[config.mk]
export PLATFORM = sky130hd
export DESIGN_NAME = alu_regfile_pipe
export DESIGN_NICKNAME = d
export VERILOG_FILES = /design/src/rtl/alu_regfile_pipe_pkg.sv /design/src/rtl/alu_regfile_pipe_alu_core.sv /design/src/rtl/alu_regfile_pipe.sv
export SDC_FILE = /design/constraint.sdc
export NUM_CORES = 1
export LEC_CHECK = 0
export BUFFER_PORTS_ARGS = -buffer_cell sky130_fd_sc_hd__clkbuf_2
export CORE_UTILIZATION = 50
export CTS_CLUSTER_SIZE = 12
export DETAILED_ROUTE_END_ITERATION = 7
export HOLD_SLACK_MARGIN = 0.08
export PLACE_DENSITY = 0.69
export SLEW_MARGIN = 20
export SYNTH_ARGS = -nofsm -noshare
export SYNTH_HDL_FRONTEND = slang
export SYNTH_SLANG_ARGS = --single-unit
[constraint.sdc]
create_clock -name clk -period 2.9 [get_ports clk]
set_input_delay 0.725 -clock clk [delete_from_list [all_inputs] [get_ports clk]]
set_output_delay 0.725 -clock clk [all_outputs]
set_load 0.01 [all_outputs]
[src/rtl/alu_regfile_pipe_pkg.sv]
// Shared definitions for the ALU + register file pipeline.
// Holds default widths and the ALU opcode type.
package ALU_REGFILE_defs;

  localparam int DATA_WIDTH_DEF = 8;
  localparam int RF_DEPTH_DEF   = 32;

  typedef enum logic [2:0] {
    OP_ADD   = 3'd0,
    OP_SUB   = 3'd1,
    OP_SUBA  = 3'd2,
    OP_ORAB  = 3'd3,
    OP_ANDAB = 3'd4,
    OP_NOTAB = 3'd5,
    OP_EXOR  = 3'd6,
    OP_EXNOR = 3'd7
  } aluop_t;

endpackage

[src/rtl/alu_regfile_pipe_alu_core.sv]
// Combinational ALU datapath.
// Result is DATA_WIDTH+1 bits; MSB is carry/borrow, 0 for logic ops.
module alu_core
  import ALU_REGFILE_defs::*;
#(
  parameter int DATA_WIDTH = DATA_WIDTH_DEF
) (
  input  aluop_t                op,
  input  logic [DATA_WIDTH-1:0] a,
  input  logic [DATA_WIDTH-1:0] b,
  output logic [DATA_WIDTH:0]   y
);

  always_comb begin
    y = '0;
    unique case (op)
      OP_ADD:   y = {1'b0, a} + {1'b0, b};
      OP_SUB:   y = {1'b0, a} - {1'b0, b};
      OP_SUBA:  y = {1'b0, b} - {1'b0, a};
      OP_ORAB:  y = {1'b0, a | b};
      OP_ANDAB: y = {1'b0, a & b};
      OP_NOTAB: y = {1'b0, ~(a & b)};
      OP_EXOR:  y = {1'b0, a ^ b};
      OP_EXNOR: y = {1'b0, ~(a ^ b)};
    endcase
  end

endmodule

[src/rtl/alu_regfile_pipe.sv]
// Two-stage ALU pipeline around a register file.
// Define ALU_FWD_EN to forward stage-1 results instead of stalling.
module alu_regfile_pipe
  import ALU_REGFILE_defs::*;
#(
  parameter int DATA_WIDTH = DATA_WIDTH_DEF,
  parameter int RF_DEPTH   = RF_DEPTH_DEF,
  parameter int ADDR_WIDTH = $clog2(RF_DEPTH)
) (
  input  logic                  clk,
  input  logic                  reset,
  input  logic                  in_valid,
  output logic                  in_ready,
  input  aluop_t                in_op,
  input  logic [ADDR_WIDTH-1:0] in_ra,
  input  logic [ADDR_WIDTH-1:0] in_rb,
  input  logic [ADDR_WIDTH-1:0] in_rd,
  input  logic                  ld_en,
  input  logic [ADDR_WIDTH-1:0] ld_addr,
  input  logic [DATA_WIDTH:0]   ld_data,
  output logic                  res_valid,
  output logic [DATA_WIDTH:0]   res_data,
  output logic [ADDR_WIDTH-1:0] res_rd,
  output logic                  res_zero
);

  typedef logic [DATA_WIDTH:0]   word_t;
  typedef logic [DATA_WIDTH-1:0] opnd_t;
  typedef logic [ADDR_WIDTH-1:0] addr_t;

  function automatic logic in_rng(input addr_t ad);
    return {1'b0, ad} < (ADDR_WIDTH+1)'(RF_DEPTH);
  endfunction

  word_t  rf_q [RF_DEPTH];
  word_t  rf_d [RF_DEPTH];
  logic   s1_valid_q, s1_valid_d;
  aluop_t s1_op_q, s1_op_d;
  opnd_t  s1_a_q, s1_a_d;
  opnd_t  s1_b_q, s1_b_d;
  addr_t  s1_rd_q, s1_rd_d;
  logic   res_valid_q, res_valid_d;
  word_t  res_data_q, res_data_d;
  addr_t  res_rd_q, res_rd_d;
  logic   res_zero_q, res_zero_d;

  word_t alu_y;
  opnd_t rd_a, rd_b, op_a, op_b;
  logic  hit_a, hit_b, stall, accept;

  alu_core #(
    .DATA_WIDTH(DATA_WIDTH)
  ) u_alu (
    .op(s1_op_q),
    .a (s1_a_q),
    .b (s1_b_q),
    .y (alu_y)
  );

  always_comb begin
    rd_a = '0;
    rd_b = '0;
    if (in_rng(in_ra)) rd_a = rf_q[in_ra][DATA_WIDTH-1:0];
    if (in_rng(in_rb)) rd_b = rf_q[in_rb][DATA_WIDTH-1:0];
    hit_a = s1_valid_q && in_rng(in_ra) && (s1_rd_q == in_ra);
    hit_b = s1_valid_q && in_rng(in_rb) && (s1_rd_q == in_rb);
`ifdef ALU_FWD_EN
    op_a  = hit_a ? alu_y[DATA_WIDTH-1:0] : rd_a;
    op_b  = hit_b ? alu_y[DATA_WIDTH-1:0] : rd_b;
    stall = 1'b0;
`else
    op_a  = rd_a;
    op_b  = rd_b;
    stall = hit_a || hit_b;
`endif
    in_ready = !reset && !ld_en && !stall;
    accept   = in_valid && in_ready;
  end

  always_comb begin
    rf_d = rf_q;
    // Load is applied last so it overrides a same-address writeback.
    if (s1_valid_q && in_rng(s1_rd_q)) rf_d[s1_rd_q] = alu_y;
    if (ld_en && in_rng(ld_addr)) rf_d[ld_addr] = ld_data;
    s1_valid_d  = accept;
    s1_op_d     = accept ? in_op : s1_op_q;
    s1_a_d      = accept ? op_a  : s1_a_q;
    s1_b_d      = accept ? op_b  : s1_b_q;
    s1_rd_d     = accept ? in_rd : s1_rd_q;
    res_valid_d = s1_valid_q;
    res_data_d  = s1_valid_q ? alu_y : res_data_q;
    res_rd_d    = s1_valid_q ? s1_rd_q : res_rd_q;
    res_zero_d  = s1_valid_q ? (alu_y == '0) : res_zero_q;
  end

  always_ff @(posedge clk) begin
    if (reset) begin
      for (int i = 0; i < RF_DEPTH; i++) rf_q[i] <= '0;
      s1_valid_q  <= 1'b0;
      s1_op_q     <= OP_ADD;
      s1_a_q      <= '0;
      s1_b_q      <= '0;
      s1_rd_q     <= '0;
      res_valid_q <= 1'b0;
      res_data_q  <= '0;
      res_rd_q    <= '0;
      res_zero_q  <= 1'b0;
    end else begin
      rf_q        <= rf_d;
      s1_valid_q  <= s1_valid_d;
      s1_op_q     <= s1_op_d;
      s1_a_q      <= s1_a_d;
      s1_b_q      <= s1_b_d;
      s1_rd_q     <= s1_rd_d;
      res_valid_q <= res_valid_d;
      res_data_q  <= res_data_d;
      res_rd_q    <= res_rd_d;
      res_zero_q  <= res_zero_d;
    end
  end

  assign res_valid = res_valid_q;
  assign res_data  = res_data_q;
  assign res_rd    = res_rd_q;
  assign res_zero  = res_zero_q;

endmodule
Yosys cells after proc, flatten, opt, wreduce, memory -nomap -nowiden
Cells that the tools add are included.
{"block": "totals", "register_bits": 329, "latchBits": 0, "ramBits": 0, "romBits": 0, "in_bits": 36, "out_inout_bits": 17, "wordCells": 96, "n_memories": 0}
{"block": "classes", "n_addsub": 3, "mul": 0, "div_mod_pow": 0, "order_cmp": 6, "n_eq_ne": 9, "shifts": 0, "muxes": 15, "bitwise": 9, "reduce_logical": 13}
{"cell": "$bwmux W288", "n": 2}
{"cell": "$mux W288", "n": 2}
{"cell": "$bmux W9 S5", "n": 2}
{"cell": "$demux W9 S5", "n": 2}
{"cell": "$pmux W9 S8", "n": 1}
{"cell": "$mux W8", "n": 4}
{"cell": "$ge A6 B6 Y1 const B", "n": 4}
{"cell": "$not A5 Y6", "n": 4}
{"cell": "$mux W9", "n": 2}
{"cell": "$sub A8 B8 Y9", "n": 2}
{"cell": "$not A8 Y8", "n": 2}
{"cell": "$eq A3 B3 Y1 const B", "n": 4}
{"cell": "$lt A6 B1 Y1 const B", "n": 2}
{"cell": "$eq A5 B5 Y1", "n": 2}
{"cell": "$add A8 B8 Y9", "n": 1}
{"cell": "$logic_not A9 Y1", "n": 1}
{"cell": "$and A8 B8 Y8", "n": 1}
{"cell": "$or A8 B8 Y8", "n": 1}
{"cell": "$xor A8 B8 Y8", "n": 1}
{"cell": "$logic_and A1 B1 Y1", "n": 7}
{"cell": "$eq A3 B2 Y1 const B", "n": 2}
{"cell": "$eq A3 B1 Y1 const B", "n": 1}
{"cell": "$logic_not A1 Y1", "n": 3}
{"cell": "$logic_not A3 Y1", "n": 1}
{"cell": "$logic_or A1 B1 Y1", "n": 1}

Depth between registers and ports, before layout
Gate-level depths: netlist of the first run.
{"block": "logic_depth", "depth_word": 9, "mapped_depth": 15, "mapped_depth_nobuf": 13}

By module
Synthesis of the first run repeated with hierarchy kept, for this count alone.
{"block": "unflattened", "cells_unflattened": 2002, "area_unflattened_um2": 19123.3}
{"mod": "alu_regfile_pipe", "instances": 1, "cells_each": 1801, "area_per_inst_um2": 17677.0, "seq_area_each_um2": 5945.7}
{"mod": "alu_core", "instances": 1, "cells_each": 201, "area_per_inst_um2": 1446.4, "seq_area_each_um2": 0.0}

Least setup slack after synthesis of the first run
Ideal clock, no wire load.
{"block": "synth_path", "path_type": "register -> register", "start": "register s1_op_q[1]", "end": "register rf_q[43] (netlist bit)", "setup_ps": 81, "arrival_ps": 2992, "t_required_ps": 2819, "slack_ps": -173, "stages_incl_launch_ff": 16, "n_path_buf": 4, "period_less_slack_ps": 3073, "cell_sequence": "dfxtp_1 -> buf_4 -> buf_4 -> buf_2 -> nand2_1 -> o31ai_1 -> xnor2_1 -> ha_1 -> a21o_1 -> a21o_1 -> a31oi_1 -> o21ai_1 -> a211oi_4 -> buf_6 -> nand2_2 -> a211oi_2"}
{"block": "synth_via", "elab_chain_len": 6, "word_cells_on_any_way": 13, "cone_classes": "7 x eq/ne; 5 x mux; 1 x reduce/logical"}
{"item": "from (decl)", "line": "alu_regfile_pipe.sv:38", "rtl": "aluop_t s1_op_q, s1_op_d;"}
{"item": "from (signal assigned)", "line": "alu_regfile_pipe.sv:111", "rtl": "s1_op_q <= s1_op_d;"}
{"item": "$eq A3 B3 Y1 (tied with other cells)", "line": "alu_regfile_pipe_alu_core.sv:16", "rtl": "unique case (op)"}
{"item": "$pmux W9 S8 (*)", "line": "alu_regfile_pipe_alu_core.sv:16"}
{"item": "$bwmux W288 (*)", "line": "alu_regfile_pipe.sv:83", "rtl": "if (s1_valid_q && in_rng(s1_rd_q)) rf_d[s1_rd_q] = alu_y;"}
{"item": "$mux W288 (*)", "line": "alu_regfile_pipe.sv:83"}
{"item": "$bwmux W288", "line": "alu_regfile_pipe.sv:84", "rtl": "if (ld_en && in_rng(ld_addr)) rf_d[ld_addr] = ld_data;"}
{"item": "$mux W288 (*)", "line": "alu_regfile_pipe.sv:84"}
{"item": "to (signal assigned)", "line": "alu_regfile_pipe.sv:109", "rtl": "rf_q <= rf_d;"}
{"item": "to (decl)", "line": "alu_regfile_pipe.sv:35", "rtl": "word_t rf_q [RF_DEPTH];"}
Every way passes the cells marked *; elsewhere a longest branch is shown, timed or not.
A chain may end at the register's enable or synchronous reset.

Final worst setup path of the first run
{"block": "layout_path", "start": "register s1_a_q[0]", "end": "register res_data_q[4] (netlist: res_data[4])"}
{"block": "layout_via", "elab_chain_len": 2, "word_cells_on_any_way": 4, "cone_classes": "3 x add/sub; 1 x mux"}
{"item": "from (decl)", "line": "alu_regfile_pipe.sv:39", "rtl": "opnd_t s1_a_q, s1_a_d;"}
{"item": "from (signal assigned)", "line": "alu_regfile_pipe.sv:101", "rtl": "s1_a_q <= '0;"}
{"item": "from (signal assigned)", "line": "alu_regfile_pipe.sv:112", "rtl": "s1_a_q <= s1_a_d;"}
{"item": "$sub A8 B8 Y9 (tied with other cells)", "line": "alu_regfile_pipe_alu_core.sv:19", "rtl": "OP_SUBA: y = {1'b0, b} - {1'b0, a};"}
{"item": "$pmux W9 S8 (*)", "line": "alu_regfile_pipe_alu_core.sv:16"}
{"item": "to (signal assigned)", "line": "alu_regfile_pipe.sv:116", "rtl": "res_data_q <= res_data_d;"}
{"item": "to (decl)", "line": "alu_regfile_pipe.sv:43", "rtl": "word_t res_data_q, res_data_d;"}
Marked as above.

==> summary.log, run 1 <==
[layout] flip-flop and latch area 5960 um2
[clock_tree] clock latency on the worst-skew pair 540 ps
[floorplanning] Core Box Area 36900 um2
[clock_tree] cts bufs inserted 36
[layout] count of filler cells inserted in the layout 3096
[job] number of max-cap violations 0
[logic_synthesis] count of flip-flops with a built-in enable after synthesis 0
[logic_synthesis] synthesis warning total 0
[floorplanning] width of the die 196 um
[floorplanning] number of rows created at floorplan 70
[place] HPWL after detailed placement 47.5 mm
[layout] antenna diode count 0
[logic_synthesis] Synth Area in Compound Gates 19.4%
[routing] total number of vias 18600
[critical_path] data arrival time of the critical path 3340 ps
[timing] final worst path period share 101%
[layout] most frequent cells in the layout sky130_fd_sc_hd__nor2_1 (411), sky130_fd_sc_hd__nand2_1 (291), sky130_fd_sc_hd__dfxtp_1 (290), sky130_fd_sc_hd__a21oi_1 (173), sky130_fd_sc_hd__mux4_2 (160)
[pwr] PwrDens 476 nW/um2
[logic_synthesis] main combinational cell family by area after synthesis multiplexers
[pwr] clock power share 43.4%
[logic_synthesis] post-synthesis instance total 2174
[critical_path] Required @ worst endpoint 3310 ps
[clock_tree] post-cts hold buffer count 0
[grt] overall fraction of global-route tracks in use 35.7%
[routing] ratio of routed vias to standard cells 6.67
[logic_synthesis] share of synthesized cell area in and, or, nand and nor gates 19.3%
[logic_synthesis] mux cell area share after synthesis 22.1%
[floorplanning] number of top-level pins 53
[clock_tree] Longest Clk Path Bufs 3
[timing] final count of negative-setup-slack endpoints 1
[grt] first-pass GRT wire length 104 mm
[clock_tree] Clk Tree Root Cell sky130_fd_sc_hd__clkbuf_16
[grt] total overflow reported by the global router 0
[logic_synthesis] number of flip-flops and latches in the synthesized netlist 297
[pwr] internal power 7.58 mW
[logic_synthesis] post-synth cell types 62
[routing] Post-Route WL 71.7 mm
[logic_synthesis] synthesized cell area 18800 um2
[timing] Worst-Margin Slew 1090 ps
[logic_synthesis] per-instance average area after synthesis 8.67 um2
[logic_synthesis] arithmetic-cell share of the synthesized area counting full adders, half adders and majority gates 2.40%
[critical_path] Max FO, Critical Path 8
[timing] normalized max-slew margin 27.6%
[critical_path] startpoint-to-endpoint class of the critical path flip-flop to flip-flop
[clock_tree] CTS tree done
[timing] clock skew after layout 22.9 ps
[timing] tightest hold margin 438 ps
[routing] Detailed Routing Iterations Pass 1 6
[pwr] net switching share of the total power 28.2%
[clock_tree] clk slew on worst S/H paths 60 ps
[layout] area occupied by multi-input gates 12400 um2
[floorplanning] Die Y 196 um
[layout] Layout Area Growth over Synthesis 17.6%
[clock_tree] H-tree levels 2
[layout] ratio of cells with drive above 1 in the final layout 23.5%
[clock_tree] number of sinks driven by the clock tree 297
[grt] antenna violations before repair 1
[pwr] reported leakage power 7.92 nW
[pwr] proportion of power drawn by combinational gates 16.7%
[status] violated checks setup timing
[logic_synthesis] ys flop type sky130_fd_sc_hd__dfxtp_1
[timing] final worst-path setup slack -27.0 ps
[layout] most common cell after layout, fill and taps aside sky130_fd_sc_hd__nor2_1
[timing] fmax 342 MHz
[logic_synthesis] Synth async-reset ratio 0%
[pwr] maximum ir drop on the vdd rail 380 uV
[status] status finished with violations
[critical_path] CP startpoint kind flip-flop
[min_path] class of the most critical hold timing path primary input to flip-flop
[timing] minimum period implied by the final worst setup slack 2930 ps
[routing] DRC violation count after routing 0
[logic_synthesis] xor/xnor share of the synthesized area 1.21%
[pwr] Psw 2.98 mW
[floorplanning] Die Area 38500 um2
[timing] max-slew violation count 0
[timing] hold violation total from the final report 0
[routing] post-detailed-route count of antenna-violating nets 0
[logic_synthesis] Post-Syn Nets 2245
[layout] Layout Nets 2337
[logic_synthesis] share of synthesized area occupied by flip-flops and latches 31.5%
[place] port buffer count 51
[grt] pin count of the biggest net entering global routing 148
[layout] Non-Filler Cell Area, Final 22200 um2
[routing] number of DRC violations after detailed-routing iteration 0 2733
[timing] RSZ-0062 raised after global routing true
[critical_path] endpoint kind of the worst setup timing path flip-flop
[floorplanning] starting density of the core 51.1%
[grt] via count of the first global-routing pass 17000
[place] total placed instance area 20400 um2
[pwr] Seq pwr share 39.8%
[place] global placer's final weighted congestion 1.13
[routing] routed wire length per instance 25.7 um
## cells by family (layout without fill, tap and decap cells)
family	Yosys count	count (layout)
buffers and inverters	178	290
AND/OR/NAND/NOR	866	866
flip-flops	297	297
AO/OA/AOI/OAI	557	557
adder cells (fa/ha/maj)	35	35
XOR/XNOR	26	26
multiplexers	215	215
## final timing paths
path / slack, ps / from / endpoint / cells after the start
worst min register to register: 470 / res_zero / res_zero / 2
worst min-delay path: 440 / in_op[1] / s1_op_q[1] / 2
worst max register to register: -30 / s1_a_q[0] / res_data[4] / 15
worst max-delay path: -30 / s1_a_q[0] / res_data[4] / 15
## power by group through the flow
stage	clock network [mW]	logic, mW	registers, mW
3_5_place_dp	0	1.41	4.29
3_3_place_gp	0	1.38	4.28
4_1_cts	4.59	1.47	4.20
5_1_grt	4.78	1.80	4.21
6_report	4.58	1.77	4.20
2_1_floorplan	0	0.842	4.26
## state kept, by name, indices dropped and copies added (netlist names)
name / flops
s1_a_q: 8
res_valid: 1
res_data: 9
res_rd: 5
rf_q: 256
res_zero: 1
s1_rd_q: 5
res_valid_d: 1
s1_op_q: 3
s1_b_q: 8
## stage by stage
step	util [%]	instances	total power, mW	setup TNS (ps)	setup WS, ps
floorplan	-	2174	5.11	0	0.959
global placement	55.4	2707	5.67	0	19.6
detailed placement	55.4	2707	5.70	-1880	-69.4
CTS	58.8	2770	10.3	0	0.919
global route	60.1	2790	10.8	-762	-58.2
finish	60.1	2790	10.6	-27.0	-27.0
## worst max-delay path: stages (launching register included)
cell and delay (ps):
sky130_fd_sc_hd__dfxtp_4 360, sky130_fd_sc_hd__inv_4 70, sky130_fd_sc_hd__buf_6 110, sky130_fd_sc_hd__ha_4 130
sky130_fd_sc_hd__inv_2 40, sky130_fd_sc_hd__fa_2 410, sky130_fd_sc_hd__nor2b_4 140, sky130_fd_sc_hd__o31a_1 310
sky130_fd_sc_hd__a31o_2 230, sky130_fd_sc_hd__o21ai_4 280, sky130_fd_sc_hd__clkbuf_16 230, sky130_fd_sc_hd__buf_12 170
sky130_fd_sc_hd__buf_6 120, sky130_fd_sc_hd__nor2_1 30, sky130_fd_sc_hd__a21oi_1 120, sky130_fd_sc_hd__nor2_1 50
## per-layer routing
layer / part of all wire [%] / vias to the layer above / routed length, um / global-route usage [%]
met4: 5.7 / 0 / 4070 / 17.3
met3: 14 / 233 / 9750 / 8.72
met5: 0 / - / 0 / 0
met1: 38 / 8939 / 27100 / 47.9
met2: 43 / 1327 / 30700 / 54.0
li1: - / 8102 / - / -
## layout make-up
type,count,share of cell area [%]
Inverter,26,0.452
Multi-Input combinational cell,1699,55.9
Sequential cell,297,26.9
Clock buffer,48,4.64
Clock inverter,10,0.610
Tap cell,504,2.85
Timing Repair Buffer,206,8.68
## synthesized netlist by cell type, types with 7 or more instances
master	n	share of area, %
sky130_fd_sc_hd__nor2_1	414	8.2
sky130_fd_sc_hd__nor2b_1	14	0.46
sky130_fd_sc_hd__nand2b_1	21	0.70
sky130_fd_sc_hd__clkbuf_1	95	1.9
sky130_fd_sc_hd__a21oi_1	176	4.7
sky130_fd_sc_hd__buf_2	45	1.2
sky130_fd_sc_hd__nand3_1	10	0.27
sky130_fd_sc_hd__a211oi_1	67	2.7
sky130_fd_sc_hd__mux2i_1	47	2.5
sky130_fd_sc_hd__mux4_2	160	19
sky130_fd_sc_hd__ha_1	33	2.2
sky130_fd_sc_hd__inv_1	25	0.50
sky130_fd_sc_hd__o21ai_1	11	0.29
sky130_fd_sc_hd__xor2_1	8	0.37
sky130_fd_sc_hd__nand3b_1	7	0.28
sky130_fd_sc_hd__nor3b_1	8	0.32
sky130_fd_sc_hd__a21o_1	34	1.4
sky130_fd_sc_hd__a211oi_2	29	1.9
sky130_fd_sc_hd__a311oi_1	64	3.0
sky130_fd_sc_hd__nand2_2	20	0.66
sky130_fd_sc_hd__nand2_1	294	5.9
sky130_fd_sc_hd__dfxtp_1	297	32
sky130_fd_sc_hd__mux2_2	8	0.48
sky130_fd_sc_hd__o21ai_0	135	3.6
sky130_fd_sc_hd__xnor2_1	18	0.84
sky130_fd_sc_hd__nor3_1	42	1.1
## timing repair
action	in CTS	in global routing
cloned	1	6
setup endpoints to repair	56	132
pin swaps	4	37
gates resized for setup	9	88
setup buffers	4	16
Note: power is estimated with default switching activity, not from simulation.
==> run 2: changes to the inputs <==
ABC_AREA = 1   (was default)
SETUP_SLACK_MARGIN = 0.15   (was default)
==> summary.log, run 2 <==
[status] status finished, final reports clean
[timing] clock skew after layout 11.4 ps [-11.5 ps]
[grt] total overflow reported by the global router 0 [unchanged]
[floorplanning] width of the die 199 um [+1.3%]
[critical_path] Max FO, Critical Path 8 [unchanged]
[timing] final count of negative-setup-slack endpoints 0 [-1]
[logic_synthesis] synthesized cell area 19300 um2 [+2.7%]
[grt] first-pass GRT wire length 116 mm [+11%]
[clock_tree] cts bufs inserted 35 [-2.8%]
[critical_path] chain of cells forming the critical path nor3_2, inv_1, nor3_2, or2_4, xor2_1, inv_1, ha_4, nand2_2, or2_1, nand3_1, nand2_1, a21oi_2, nor2_1, buf_4, clkinv_8, clkbuf_16, nand2_4, a21oi_2
[critical_path] CP peak stage delay 330 ps [-80 ps]
[logic_synthesis] share of synthesized cell area in and, or, nand and nor gates 19.4% [+0.042 points]
[clock_tree] clock latency on the worst-skew pair 560 ps [+20 ps]
[place] port buffer count 51 [unchanged]
[timing] max-slew violation count 0 [unchanged]
[logic_synthesis] Synth async-reset ratio 0% [unchanged]
[layout] Layout Area Growth over Synthesis 17.2%
[critical_path] slowest cell on the critical path sky130_fd_sc_hd__dfxtp_2
[floorplanning] Core Box Area 37800 um2 [+2.6%]
[logic_synthesis] post-synth cell types 44 [-29%]
[logic_synthesis] Synth area leader sky130_fd_sc_hd__dfxtp_1
[logic_synthesis] main combinational cell family by area after synthesis compound AO/OA/AOI/OAI gates
[layout] max reg flops 256 [unchanged]
[routing] Post-Route WL 81.2 mm [+13%]
[logic_synthesis] per-instance average area after synthesis 6.64 um2 [-23%]
[layout] ratio of cells with drive above 1 in the final layout 17.2% [-6.3 points]
[logic_synthesis] share of synthesized area occupied by flip-flops and latches 30.7% [-0.82 points]
[routing] Detailed Routing Iterations Pass 1 7 [+1]
[clock_tree] H-tree levels 2 [unchanged]
[critical_path] startpoint-to-endpoint class of the critical path flip-flop to flip-flop
[logic_synthesis] arithmetic-cell share of the synthesized area counting full adders, half adders and majority gates 2.34% [-0.062 points]
[min_path] class of the most critical hold timing path primary input to flip-flop
[routing] post-detailed-route count of antenna-violating nets 0 [unchanged]
[routing] routed wire length per instance 23.5 um [-8.4%]
[routing] number of DRC violations after detailed-routing iteration 0 3712 [+36%]
[grt] pin count of the biggest net entering global routing 124 [-16%]
[logic_synthesis] xor/xnor share of the synthesized area 0.543% [-0.67 points]
[pwr] Overall Power 13.3 mW [+26%]
[layout] count of filler cells inserted in the layout 3601 [+16%]
[pwr] reported leakage power 8.22 nW [+3.8%]
[critical_path] Required @ worst endpoint 3380 ps [+70 ps]
[logic_synthesis] number of flip-flops and latches in the synthesized netlist 297 [unchanged]
[timing] RSZ-0062 raised after global routing true
[critical_path] endpoint kind of the worst setup timing path flip-flop
[routing] total number of vias 22600 [+21%]
[timing] final setup TNS 0 ps [+27.0 ps]
[layout] antenna diode count 0 [unchanged]
[timing] Worst-Margin Slew 1050 ps [-31.4 ps]
[timing] hold violation total from the final report 0 [unchanged]
[critical_path] data arrival time of the critical path 3260 ps [-80 ps]
[logic_synthesis] post-synthesis instance total 2913 [+34%]
[logic_synthesis] synth cell count leaders sky130_fd_sc_hd__a21oi_1 (538), sky130_fd_sc_hd__nand2_1 (445), sky130_fd_sc_hd__o21ai_0 (374)
[critical_path] Bufs and invs on worst path 5 [-1]
[grt] overall fraction of global-route tracks in use 38.6% [+2.9 points]
[floorplanning] number of top-level pins 53 [unchanged]
[grt] via count of the first global-routing pass 19700 [+16%]
[logic_synthesis] mux cell area share after synthesis 0% [-22 points]
[clock_tree] Clk Tree Root Cell sky130_fd_sc_hd__clkbuf_16
[timing] normalized max-slew margin 29.6% [+2.0 points]
[layout] Largest Register rf_q
[layout] final core area utilization 59.9% [-0.17 points]
[routing] DRC violation count after routing 0 [unchanged]
[grt] antenna violations before repair 0 [-1]
[critical_path] CP startpoint kind flip-flop
[job] number of max-cap violations 0 [unchanged]
[logic_synthesis] synthesis warning total 0 [unchanged]
[place] HPWL after detailed placement 49.5 mm [+4.3%]
[clock_tree] Longest Clk Path Bufs 3 [unchanged]
[timing] minimum period implied by the final worst setup slack 2780 ps [-147 ps]
[min_path] Hold Startpoint in_op[2]
[floorplanning] Die Area 39500 um2 [+2.6%]
[timing] fmax 360 MHz [+5.3%]
[floorplanning] starting density of the core 51.1% [about the same]
[layout] most frequent cells in the layout sky130_fd_sc_hd__a21oi_1 (478), sky130_fd_sc_hd__o21ai_0 (374), sky130_fd_sc_hd__nand2_1 (370), sky130_fd_sc_hd__dfxtp_1 (288), sky130_fd_sc_hd__inv_1 (280)
[pwr] PwrDens 587 nW/um2 [+23%]
[logic_synthesis] ys flop type sky130_fd_sc_hd__dfxtp_1
[pwr] maximum ir drop on the vdd rail 374 uV [-1.5%]
[layout] most common cell after layout, fill and taps aside sky130_fd_sc_hd__a21oi_1
[logic_synthesis] dominant cell by count in the synthesized netlist sky130_fd_sc_hd__a21oi_1
[logic_synthesis] Post-Syn Nets 2984 [+33%]
[logic_synthesis] largest cells by area after synthesis sky130_fd_sc_hd__dfxtp_1 (31%), sky130_fd_sc_hd__a21oi_1 (14%), sky130_fd_sc_hd__o21ai_0 (9.7%), sky130_fd_sc_hd__nand2_1 (8.6%), sky130_fd_sc_hd__a221oi_1 (7.0%)
[logic_synthesis] area fraction of the dominant cell type after synthesis 30.7% [-0.82 points]
[floorplanning] Die Y 199 um [+1.3%]
[clock_tree] clk slew on worst S/H paths 60 ps [about the same]
[critical_path] Crit Reg-Reg Startpoint s1_a_q[0]
[timing] final worst path period share 95.9% [-5.1 points]
[clock_tree] CTS tree done
[layout] Layout Nets 2994 [+28%]
[logic_synthesis] Synth Area in Compound Gates 34.9% [+16 points]
[logic_synthesis] count of flip-flops with a built-in enable after synthesis 0 [unchanged]
[routing] ratio of routed vias to standard cells 6.54 [-1.9%]
[clock_tree] number of sinks driven by the clock tree 297 [unchanged]
[critical_path] kind of cell adding the most delay to the critical path simple AND/OR/NAND/NOR gates
[place] global placer's final weighted congestion 1.03 [-8.7%]
[floorplanning] number of rows created at floorplan 71 [+1.4%]
[critical_path] Crit. Startpoint s1_a_q[0]
run 2: cell count changes in the layout (fill, tap and decap cells not counted), moves of 160 or more:
cell	previous run	this run
sky130_fd_sc_hd__nor2_1	411	130
sky130_fd_sc_hd__mux4_2	160	0
sky130_fd_sc_hd__a21oi_1	173	478
sky130_fd_sc_hd__nand3_1	9	178
sky130_fd_sc_hd__inv_1	22	280
sky130_fd_sc_hd__o21ai_0	96	374
run 2: area by class of cell:
class                      instances  area [um2]  share of cell area (%)
clock buffer                      54        1050                    4.63
clock inverter                     3        47.5                   0.210
inverter                         307        1170                    5.18
multi-input combinational       2080       11900                    52.4
sequential                       297        5960                    26.3
tap                              511         639                    2.82
timing repair buffer             202        1920                    8.45
run 2: worst reg2reg max path, stage by stage (launching register included):
cell and delay (ps):
sky130_fd_sc_hd__dfxtp_2 330, sky130_fd_sc_hd__nor3_2 160, sky130_fd_sc_hd__inv_1 90, sky130_fd_sc_hd__nor3_2 140
sky130_fd_sc_hd__or2_4 140, sky130_fd_sc_hd__xor2_1 150, sky130_fd_sc_hd__inv_1 90, sky130_fd_sc_hd__ha_4 280
sky130_fd_sc_hd__nand2_2 60, sky130_fd_sc_hd__or2_1 250, sky130_fd_sc_hd__nand3_1 70, sky130_fd_sc_hd__nand2_1 60
sky130_fd_sc_hd__a21oi_2 110, sky130_fd_sc_hd__nor2_1 50, sky130_fd_sc_hd__buf_4 150, sky130_fd_sc_hd__clkinv_8 90
sky130_fd_sc_hd__clkbuf_16 250, sky130_fd_sc_hd__nand2_4 60, sky130_fd_sc_hd__a21oi_2 160
run 2: layer usage:
| metal | vias up | wire length [um] | GRT usage, % |
|---|---|---|---|
| li1 | 10200 | - | - |
| met1 | 10500 | 31400 | 50.8 |
| met2 | 1597 | 34800 | 58.2 |
| met3 | 289 | 10600 | 9.39 |
| met4 | 0 | 4470 | 20.5 |
| met5 | - | 0 | 0 |
run 2: logic make-up after synthesis:
kind of cell               Yosys count
and+or+nand+nor                    860
AOI/OAI and AO/OA                 1173
adders and majority gates           35
buffers and inverters              536
xor gates and xnor gates            12
DFF                                297
run 2: stage by stage:
step                      cells  hold slack, ps  setup WS [ps]  cell area (um2)
final                      3454             372            120            22700
after global routing       3454             379          -43.4            22700
after CTS                  3436             357            113            21500
after detailed placement   3373             468           42.4            20200
after global placement     3373             452            114            20200
after floorplan            2913             486            358            19300
run 2: path summary, 6_finish.rpt:
path	end	slack (ps)	cells after the start
max	rf_q[168]	120	18
min	s1_op_q[2]	370	3
max reg2reg	rf_q[168]	120	18
min reg2reg	res_data[3]	480	2
run 2: report_power, final:
part,internal (mW),switching (mW)
sequential,4.18,0.0846
clock,2.57,1.86
combinational,1.56,3.06
total,8.31,5.00
run 2: timing repair:
action                                  4_1_cts  5_1_grt
pin swaps                                     0       43
endpoints found under the setup margin       74      172
hold buffers                                  0        0
buffers inserted                              2       10
resized for setup                            14      234
cloned                                        4        8
